===== src/rtl/speicher_zugriff_pkg.sv =====
// Shared load/store-unit definitions: access state encoding and default word width.
package speicher_zugriff_pkg;

  localparam int WORDSIZE_DEFAULT = 32;

  localparam logic [1:0] ZS_LEER      = 2'd0;
  localparam logic [1:0] ZS_ANFORDERN = 2'd1;
  localparam logic [1:0] ZS_WARTEN    = 2'd2;
  localparam logic [1:0] ZS_ABKLINGEN = 2'd3;

  typedef enum logic [1:0] {
    LEER      = ZS_LEER,
    ANFORDERN = ZS_ANFORDERN,
    WARTEN    = ZS_WARTEN,
    ABKLINGEN = ZS_ABKLINGEN
  } zustand_t;

endpackage


===== src/rtl/speicher_zugriff_if.sv =====
// Core-side request bus and RAM strobe/acknowledge bus of the load/store unit.
// Core: a request is taken at the edge where Anfrage && Bereit; Anfrage is ignored while Bereit=0.
// RAM: LesenAn/SchreibenAn are one-cycle strobes; DatenBereit/DatenGeschrieben acknowledge them.
interface speicher_zugriff_if #(
  parameter int WORDSIZE = 32,
  parameter int ADRBITS  = 5
);
  logic                Anfrage;
  logic                Schreiben;
  logic [WORDSIZE-1:0] CpuAdresse;
  logic [WORDSIZE-1:0] CpuDaten;
  logic                Bereit;
  logic                Fertig;
  logic                Fehler;
  logic [WORDSIZE-1:0] GeleseneDaten;
  logic                LesenAn;
  logic                SchreibenAn;
  logic [WORDSIZE-1:0] DatenRein;
  logic [ADRBITS-1:0]  Adresse;
  logic [WORDSIZE-1:0] DatenRaus;
  logic                DatenBereit;
  logic                DatenGeschrieben;

  modport master (
    input  Anfrage, Schreiben, CpuAdresse, CpuDaten, DatenRaus, DatenBereit, DatenGeschrieben,
    output Bereit, Fertig, Fehler, GeleseneDaten, LesenAn, SchreibenAn, DatenRein, Adresse
  );

  modport slave (
    output Anfrage, Schreiben, CpuAdresse, CpuDaten, DatenRaus, DatenBereit, DatenGeschrieben,
    input  Bereit, Fertig, Fehler, GeleseneDaten, LesenAn, SchreibenAn, DatenRein, Adresse
  );
endinterface


===== src/rtl/speicher_zugriff.sv =====
// Load/store unit: checks a core word request, strobes the RAM once, waits for its ack with a
// watchdog, and reports completion (Fertig) or failure (Fehler) as registered one-cycle pulses.
module speicher_zugriff
  import speicher_zugriff_pkg::*;
#(
  parameter int WORDSIZE = WORDSIZE_DEFAULT,
  parameter int WORDS    = 32,
  parameter int TIMEOUT  = 15
) (
  input  logic               Clock,
  input  logic               Reset,
  speicher_zugriff_if.master bus,
  output zustand_t           o_zustand
);

  localparam int ADRBITS = $clog2(WORDS);
  localparam int TW      = $clog2(TIMEOUT + 1);

  zustand_t            r_zustand, w_zustand_next;
  logic [TW-1:0]       r_timer, w_timer_next;
  logic                r_schreiben, w_schreiben_next;
  logic                r_bereit, w_bereit_next;
  logic                r_fertig, w_fertig_next;
  logic                r_fehler, w_fehler_next;
  logic                r_lesen_an, w_lesen_an_next;
  logic                r_schreiben_an, w_schreiben_an_next;
  logic [WORDSIZE-1:0] r_gelesen, w_gelesen_next;
  logic [WORDSIZE-1:0] r_daten_rein, w_daten_rein_next;
  logic [ADRBITS-1:0]  r_adresse, w_adresse_next;
  logic                w_adr_fehler;
  logic                w_ack;

  assign w_adr_fehler = (bus.CpuAdresse[1:0] != 2'b00) ||
                        ({2'b00, bus.CpuAdresse[WORDSIZE-1:2]} >= WORDSIZE'(WORDS));

  // Only the ack matching the direction of the access in flight counts.
  assign w_ack = r_schreiben ? bus.DatenGeschrieben : bus.DatenBereit;

  always_comb begin
    w_zustand_next      = r_zustand;
    w_timer_next        = r_timer;
    w_schreiben_next    = r_schreiben;
    w_fertig_next       = 1'b0;
    w_fehler_next       = 1'b0;
    w_lesen_an_next     = 1'b0;
    w_schreiben_an_next = 1'b0;
    w_gelesen_next      = r_gelesen;
    w_daten_rein_next   = r_daten_rein;
    w_adresse_next      = r_adresse;
    case (r_zustand)
      LEER: begin
        if (bus.Anfrage) begin
          if (w_adr_fehler) begin
            w_fehler_next = 1'b1;
          end else begin
            w_adresse_next      = bus.CpuAdresse[ADRBITS+1:2];
            w_daten_rein_next   = bus.CpuDaten;
            w_schreiben_next    = bus.Schreiben;
            w_schreiben_an_next = bus.Schreiben;
            w_lesen_an_next     = !bus.Schreiben;
            w_zustand_next      = ANFORDERN;
          end
        end
      end
      ANFORDERN: begin
        w_timer_next   = '0;
        w_zustand_next = WARTEN;
      end
      WARTEN: begin
        if (w_ack) begin
          w_fertig_next  = 1'b1;
          if (!r_schreiben) w_gelesen_next = bus.DatenRaus;
          w_zustand_next = ABKLINGEN;
        end else if (r_timer == TW'(TIMEOUT - 1)) begin
          w_fehler_next  = 1'b1;
          w_zustand_next = ABKLINGEN;
        end else if (r_timer != TW'(TIMEOUT)) begin
          w_timer_next = r_timer + 1'b1;
        end
      end
      ABKLINGEN: begin
        // A RAM still holding its ack must not complete the next request.
        if (!w_ack) w_zustand_next = LEER;
      end
      default: w_zustand_next = LEER;
    endcase
    w_bereit_next = (w_zustand_next == LEER);
  end

  always_ff @(posedge Clock) begin
    if (!Reset) begin
      r_zustand      <= LEER;
      r_timer        <= '0;
      r_schreiben    <= 1'b0;
      r_bereit       <= 1'b1;
      r_fertig       <= 1'b0;
      r_fehler       <= 1'b0;
      r_lesen_an     <= 1'b0;
      r_schreiben_an <= 1'b0;
      r_gelesen      <= '0;
      r_daten_rein   <= '0;
      r_adresse      <= '0;
    end else begin
      r_zustand      <= w_zustand_next;
      r_timer        <= w_timer_next;
      r_schreiben    <= w_schreiben_next;
      r_bereit       <= w_bereit_next;
      r_fertig       <= w_fertig_next;
      r_fehler       <= w_fehler_next;
      r_lesen_an     <= w_lesen_an_next;
      r_schreiben_an <= w_schreiben_an_next;
      r_gelesen      <= w_gelesen_next;
      r_daten_rein   <= w_daten_rein_next;
      r_adresse      <= w_adresse_next;
    end
  end

  assign bus.Bereit        = r_bereit;
  assign bus.Fertig        = r_fertig;
  assign bus.Fehler        = r_fehler;
  assign bus.GeleseneDaten = r_gelesen;
  assign bus.LesenAn       = r_lesen_an;
  assign bus.SchreibenAn   = r_schreiben_an;
  assign bus.DatenRein     = r_daten_rein;
  assign bus.Adresse       = r_adresse;
  assign o_zustand         = r_zustand;

endmodule

===== src/flat_wrapper.sv =====
// flat-port wrapper written by rule: the top's interface ports become plain ports
module speicher_zugriff_flat import speicher_zugriff_pkg::*;
#(
  parameter int WORDSIZE = WORDSIZE_DEFAULT,
  parameter int WORDS    = 32,
  parameter int TIMEOUT  = 15
)
  (Clock, Reset, o_zustand, bus_Anfrage, bus_Schreiben, bus_CpuAdresse, bus_CpuDaten, bus_DatenRaus, bus_DatenBereit, bus_DatenGeschrieben, bus_Bereit, bus_Fertig, bus_Fehler, bus_GeleseneDaten, bus_LesenAn, bus_SchreibenAn, bus_DatenRein, bus_Adresse);
  speicher_zugriff_if #(.WORDSIZE(WORDSIZE)) bus_i ();
  input  logic Clock;
  input  logic Reset;
  output zustand_t o_zustand;
  input wire logic [$bits(bus_i.Anfrage)-1:0] bus_Anfrage;
  input wire logic [$bits(bus_i.Schreiben)-1:0] bus_Schreiben;
  input wire logic [$bits(bus_i.CpuAdresse)-1:0] bus_CpuAdresse;
  input wire logic [$bits(bus_i.CpuDaten)-1:0] bus_CpuDaten;
  input wire logic [$bits(bus_i.DatenRaus)-1:0] bus_DatenRaus;
  input wire logic [$bits(bus_i.DatenBereit)-1:0] bus_DatenBereit;
  input wire logic [$bits(bus_i.DatenGeschrieben)-1:0] bus_DatenGeschrieben;
  output wire logic [$bits(bus_i.Bereit)-1:0] bus_Bereit;
  output wire logic [$bits(bus_i.Fertig)-1:0] bus_Fertig;
  output wire logic [$bits(bus_i.Fehler)-1:0] bus_Fehler;
  output wire logic [$bits(bus_i.GeleseneDaten)-1:0] bus_GeleseneDaten;
  output wire logic [$bits(bus_i.LesenAn)-1:0] bus_LesenAn;
  output wire logic [$bits(bus_i.SchreibenAn)-1:0] bus_SchreibenAn;
  output wire logic [$bits(bus_i.DatenRein)-1:0] bus_DatenRein;
  output wire logic [$bits(bus_i.Adresse)-1:0] bus_Adresse;
  assign bus_i.Anfrage = bus_Anfrage;
  assign bus_i.Schreiben = bus_Schreiben;
  assign bus_i.CpuAdresse = bus_CpuAdresse;
  assign bus_i.CpuDaten = bus_CpuDaten;
  assign bus_i.DatenRaus = bus_DatenRaus;
  assign bus_i.DatenBereit = bus_DatenBereit;
  assign bus_i.DatenGeschrieben = bus_DatenGeschrieben;
  assign bus_Bereit = bus_i.Bereit;
  assign bus_Fertig = bus_i.Fertig;
  assign bus_Fehler = bus_i.Fehler;
  assign bus_GeleseneDaten = bus_i.GeleseneDaten;
  assign bus_LesenAn = bus_i.LesenAn;
  assign bus_SchreibenAn = bus_i.SchreibenAn;
  assign bus_DatenRein = bus_i.DatenRein;
  assign bus_Adresse = bus_i.Adresse;
  speicher_zugriff #(.WORDSIZE(WORDSIZE), .WORDS(WORDS), .TIMEOUT(TIMEOUT)) u_core (.Clock(Clock), .Reset(Reset), .bus(bus_i), .o_zustand(o_zustand));
endmodule

===== config.mk =====
export PLATFORM = sky130hd
export DESIGN_NAME = speicher_zugriff_flat
export DESIGN_NICKNAME = d
export VERILOG_FILES = /design/src/rtl/speicher_zugriff_pkg.sv /design/src/rtl/speicher_zugriff_if.sv /design/src/rtl/speicher_zugriff.sv /design/src/flat_wrapper.sv
export SDC_FILE = /design/constraint.sdc
export NUM_CORES = 1
export LEC_CHECK = 0
export BUFFER_PORTS_ARGS = -buffer_cell sky130_fd_sc_hd__buf_2
export CAP_MARGIN = 10
export CELL_PAD_IN_SITES_DETAIL_PLACEMENT = 0
export CELL_PAD_IN_SITES_GLOBAL_PLACEMENT = 1
export CORE_MARGIN = 4
export CORE_UTILIZATION = 32
export DETAILED_ROUTE_END_ITERATION = 10
export PLACE_DENSITY = 0.81
export SYNTH_ARGS = -nofsm -noshare
export SYNTH_HDL_FRONTEND = slang
export SYNTH_SLANG_ARGS = --single-unit

===== constraint.sdc =====
create_clock -name Clock -period 2.05 [get_ports Clock]
set_input_delay 0.3075 -clock Clock [delete_from_list [all_inputs] [get_ports Clock]]
set_output_delay 0.3075 -clock Clock [all_outputs]
set_load 0.01 [all_outputs]

==> results.yml, run 1 <==
floorplanning:
  io_pins: 178
  core-area_um2: 10280
  die_width_um: 110.6
  num_rows: 37
  die_h_um: 110.6
  die_area_um2: 12220
  start_util_pct: 32.75
drt:
  viasPerCell: 4.428
  ant_nets: 0
  routed-via-count: 3011
  wl_mm: 8.501
  drc_errors: 0
  avgRoutedWirePerCell_um: 12.50
  drtIter0Drc: 169
  firstDrtPassIters: 4
place:
  placed_area_um2: 4278
  gp_congestion: 0.7871
  dp.cells: 664
  dp_hpwl_mm: 6.494
  io_buffers: 177
power:
  power_mw: 3.167
  comb_power_share_pct: 5.7
  power_switching_mw: 0.6567
  clkPwrFrac_pct: 44.6
  internal_power_mw: 2.510
  power_density_nw_per_um2: 698.9
  peakVddDrop_uv: 365.3
  swShare_pct: 20.74
  leakage_nw: 2.038
  seqPwrFrac_pct: 49.7
sta:
  setup_violations: 0
  slew_headroom_pct: 77.92
  fin_crit_sh_pct: 81.35
  rsz0062_at_grt: "false"
  max_freq_ghz: 0.5997
  clock_skew_ns: 0.008718
  fin_setup_tns_ns: 0
  hold_violations: 0
  finalMaxSlewViolations: 0
  layout_min_cycle_time_ns: 1.668
  worst_slew_pin_slew_ns: 0.3243
cts:
  cts_hold_buf: 0
  cts_buffers: 9
  insertion_delay_ns: 0.34
  cts.sinks: 81
  root_buffer: "clkbuf_8"
  htreeDepth: 3
  cts_resized: 0
  cts_buffer_depth: 2
  clk_pin_slew_ns: 0.08
  cts_tree: "yes"
  cts_setup_buffers: 0
synthesis:
  yosysTopAreaCell: "dfxtp_1"
  synthCells: 367
  ys_top_cells_by_count: "nand2_1 (144), dfxtp_1 (81), mux2i_1 (37), a21oi_1 (34)"
  synth-edff-count: 0
  synth_flop_cell: "dfxtp_1"
  synth.yosys.seq_area_share_pct: 48.18
  yosys.area.top_type_share_pct: 48.18
  syn_area_per_cell_um2: 9.171
  synth_fp_nets: 471
  synthDistinctLibCells: 42
  netlist_area_um2: 3366
  synth_warnings: 0
  yosysMostFrequentCell: "nand2_1"
  async_flop_share_pct: 0
  synth_seq_cells: 81
  synthTopCellsByArea: "dfxtp_1 (48%), nand2_1 (16%), mux2i_1 (11%)"
setup_path:
  path_buf_inv: 1
  path_class: "flop to flop"
  end_kind: "flop"
  path_cells: "inv_1 > ha_1 > o211ai_2 > nand3_4 > or4_1 > nand2_1"
  worst_ep_arrival_time_ns: 1.95
  cpLargestDelayFamily: "simple AND/OR/NAND/NOR gates"
  crit_fanout: 4
  critPathLaunchType: "flop"
  slowest_stage: "or4_1"
  critPathMaxStageDelay_ns: 0.47
  required_ns: 2.33
final_layout:
  fillers: 1003
  drive_gt1_share_pct: 39.34
  n_antenna_cell: 0
  stdcell_count: 680
  areaGrowthSynthToFinish_pct: 34.61
  fin_area_um2: 4531
  nNetsFinal: 643
global_route:
  grt_max_degree: 69
  grt_pass1_wl_mm: 14.33
  grt_antenna_before_repair: 0
  globalRouteOverflowTotal: 0
  track_usage_pct: 14.02
  grt_pass1_vias: 3064
run:
  maxCapViolations: 0
hold_path:
  hold_path_class: "input port to flop"
outcome:
  status: "finished, final reports clean"
power by group through the flow:
stage                     Clock (mW)  Combinational [mW]  Sequential (mW)
after floorplan                    0              0.0709             1.61
after global placement             0               0.180             1.61
after detailed placement           0               0.182             1.61
after CTS                       1.48               0.182             1.57
after global routing            1.54               0.202             1.57
final                           1.41               0.180             1.57
final timing paths:
| check | from | endpoint | slack [ns] | cells past startpoint |
|---|---|---|---|---|
| min reg2reg | u_core.bus.GeleseneDaten[14] | u_core.bus.GeleseneDaten[14] | 0.45 | 2 |
| max | u_core.r_timer[0] | u_core.r_timer[3] | 0.38 | 6 |
| max reg2reg | u_core.r_timer[0] | u_core.r_timer[3] | 0.38 | 6 |
| min | bus_Schreiben | u_core.bus.LesenAn | 0.14 | 2 |
per-stage QoR:
stage,util (%),hold slack (ns),setup slack (ns)
2_1_floorplan,-,0.3860,0.4965
4_1_cts,44.08,0.1089,0.3812
3_5_place_dp,41.62,0.4441,0.2973
3_3_place_gp,41.62,0.4390,0.3877
5_1_grt,44.08,0.1111,0.2374
6_report,44.08,0.1374,0.3824
cell type report:
class                           instances  area (um^2)  share of cell area [%]
Clock buffer                           10        137.6                   3.038
Clock inverter                          6        115.1                   2.541
Tap cell                              136        170.2                   3.756
Inverter                                2        7.507                  0.1657
Multi-Input combinational cell        260         1495                   33.00
Timing Repair Buffer                  185        983.4                   21.71
Sequential cell                        81         1622                   35.79
per-layer routing:
layer | vias to the layer above | share of wire [%] | GRT usage, %
li1 | 1560 | - | -
met1 | 1311 | 45 | 17.60
met2 | 135 | 44 | 21.93
met3 | 5 | 10 | 6.082
met4 | 0 | 0.76 | 3.941
met5 | - | 0 | 0
state kept, by name, summed over array words and instances, names as in the netlist:
register / cells
u_core.bus.SchreibenAn: 1
u_core.r_timer: 4
u_core.bus.LesenAn: 1
u_core.bus.Bereit: 1
u_core.bus.DatenRein: 32
u_core.bus.Adresse: 5
u_core.bus.Fehler: 1
u_core.bus.GeleseneDaten: 32
u_core.bus.Fertig: 1
u_core.o_zustand: 2
u_core.r_schreiben: 1
cell families after synthesis:
group	synth area share, %
AND/OR/NAND/NOR	24.50
flip-flops	48.18
AO/OA/AOI/OAI	7.249
multiplexers	11.67
buffers and inverters	7.398
adder cells (fa/ha/maj)	0.7434
XOR/XNOR	0.2603
cell usage in the layout (no fill, tap or decap), drive strengths merged, types with 2 or more instances in the layout:
master,n
nand4,4
inv,2
nor4,7
nor2,3
clkinv,2
nor3,2
buf,185
ha,2
mux2i,38
bufinv,3
clkbuf,10
dfxtp,81
o21ai,3
nand2,144
a21oi,34
nand3,6
(Power assumes the default switching activity.)
==> run 2, diff against run 1 <==
- clock period: 2.05 -> 1.7 ns (I/O delays scaled with it)
==> results.yml, run 2 (synthesized netlist as in run 1, its figures left out) <==
outcome:
  status: "finished, final reports clean"
setup_path:
  path_class: "flop to flop"
  rrSetupSlack_ns: 0.10
  end_kind: "flop"
  required_ns: 1.98
  worst_ep_arrival_time_ns: 1.88
  crit_fanout: 4
  critPathLaunchType: "flop"
floorplanning:
  die_area_um2: 12220
  io_pins: 178
  die_h_um: 110.6
  start_util_pct: 32.75
  die_width_um: 110.6
  core-area_um2: 10280
  num_rows: 37
place:
  placed_area_um2: 4325
  io_buffers: 177
  dp_hpwl_mm: 6.493
  dp_worst_setup_slack_ns: 0.04073
  gp_congestion: 0.8084
sta:
  max_freq_ghz: 0.6268
  hold_violations: 0
  setup_violations: 0
  fin_ws_ns: 0.1045
  holdWs_ns: 0.09350
  layout_min_cycle_time_ns: 1.596
  worst_slew_pin_slew_ns: 0.3410
  clock_skew_ns: 0.008382
  finalMaxSlewViolations: 0
  fin_crit_sh_pct: 93.85
  slew_headroom_pct: 77.09
power:
  power_mw: 3.523
  leakage_nw: 2.054
  peakVddDrop_uv: 420.3
  power_density_nw_per_um2: 769.6
drt:
  drc_errors: 0
  ant_nets: 0
  firstDrtPassIters: 4
  routed-via-count: 3073
  viasPerCell: 4.460
  wl_mm: 8.689
  drtIter0Drc: 154
  avgRoutedWirePerCell_um: 12.61
final_layout:
  n_antenna_cell: 0
  fin_area_um2: 4577
  areaGrowthSynthToFinish_pct: 35.99
  final_cell_mix: "buf_2 (177), nand2_1 (144), dfxtp_1 (80), mux2i_1 (37), a21oi_1 (34)"
  multi_input_area_um2: 1504
  nNetsFinal: 652
  seqCellArea_um2: 1623
  drive_gt1_share_pct: 40.33
  fillers: 1049
  layout_commonest_cell: "buf_2"
hold_path:
  hold_path_class: "input port to flop"
cts:
  cts.sinks: 81
  clk_pin_slew_ns: 0.08
  htreeDepth: 3
  root_buffer: "clkbuf_8"
  cts_buffers: 9
  insertion_delay_ns: 0.34
  cts_buffer_depth: 2
  cts_hold_buf: 0
  cts_tree: "yes"
global_route:
  grt_pass1_wl_mm: 13.93
  globalRouteOverflowTotal: 0
  grt_antenna_before_repair: 0
  grt_max_degree: 70
  grt_pass1_vias: 2930
  track_usage_pct: 13.75
run:
  maxCapViolations: 0
[run 2: cell count changes in the layout (fill, tap and decap cells not counted), moves of 2 or more]
cell and delta:
buf_4 +7, buf_12 +2, bufinv_16 -2, clkinv_2 +2
clkinv_4 -2
[run 2: power breakdown]
| group | internal [mW] | switching, mW | leakage, nW |
|---|---|---|---|
| Combinational | 0.114 | 0.109 | 1.31 |
| Sequential | 1.90 | 0.000253 | 0.653 |
| Clock | 0.715 | 0.688 | 0.0953 |
[run 2: timing repair]
item                       4_1_cts  5_1_grt
setup endpoints to repair        0        1
buffers inserted                 0        6
gates resized for setup          0        2
[run 2: layout make-up]
cell class | count | area share, %
Multi-Input combinational cell | 260 | 32.86
Timing Repair Buffer | 194 | 23.51
Clock buffer | 11 | 3.089
Inverter | 2 | 0.1640
Sequential cell | 81 | 35.46
Clock inverter | 5 | 1.203
Tap cell | 136 | 3.718
[run 2: layer usage]
metal	track usage, %	share of wire, %	wire length, um	vias up
li1	-	-	-	1575
met1	17.61	45	3876	1349
met2	20.63	44	3827	139
met3	5.589	10	869	10
met4	5.337	1.3	116	0
met5	0	0	0	-
[run 2: path summary, 6_finish.rpt]
kind | start | to | cells past startpoint
min | bus_Schreiben | u_core.bus.LesenAn | 2
max reg2reg | u_core.r_timer[0] | u_core.r_timer[3] | 6
max | u_core.r_timer[0] | u_core.r_timer[3] | 6
min reg2reg | u_core.bus.GeleseneDaten[0] | u_core.bus.GeleseneDaten[0] | 2
[run 2: stage by stage]
stage	util, %	cells	setup TNS [ns]
2_1_floorplan	-	367	0
3_3_place_gp	42.09	667	0
3_5_place_dp	42.09	667	0
4_1_cts	44.00	683	0
5_1_grt	44.53	689	-0.01305
6_report	44.53	689	0
[run 2: worst max-delay path, stage by stage, from the launching register on]
cell      delay, ns
dfxtp_2        0.36
inv_1          0.06
ha_1           0.24
o211ai_4       0.24
nand3_4        0.11
or4_1          0.47
nand2_1        0.07
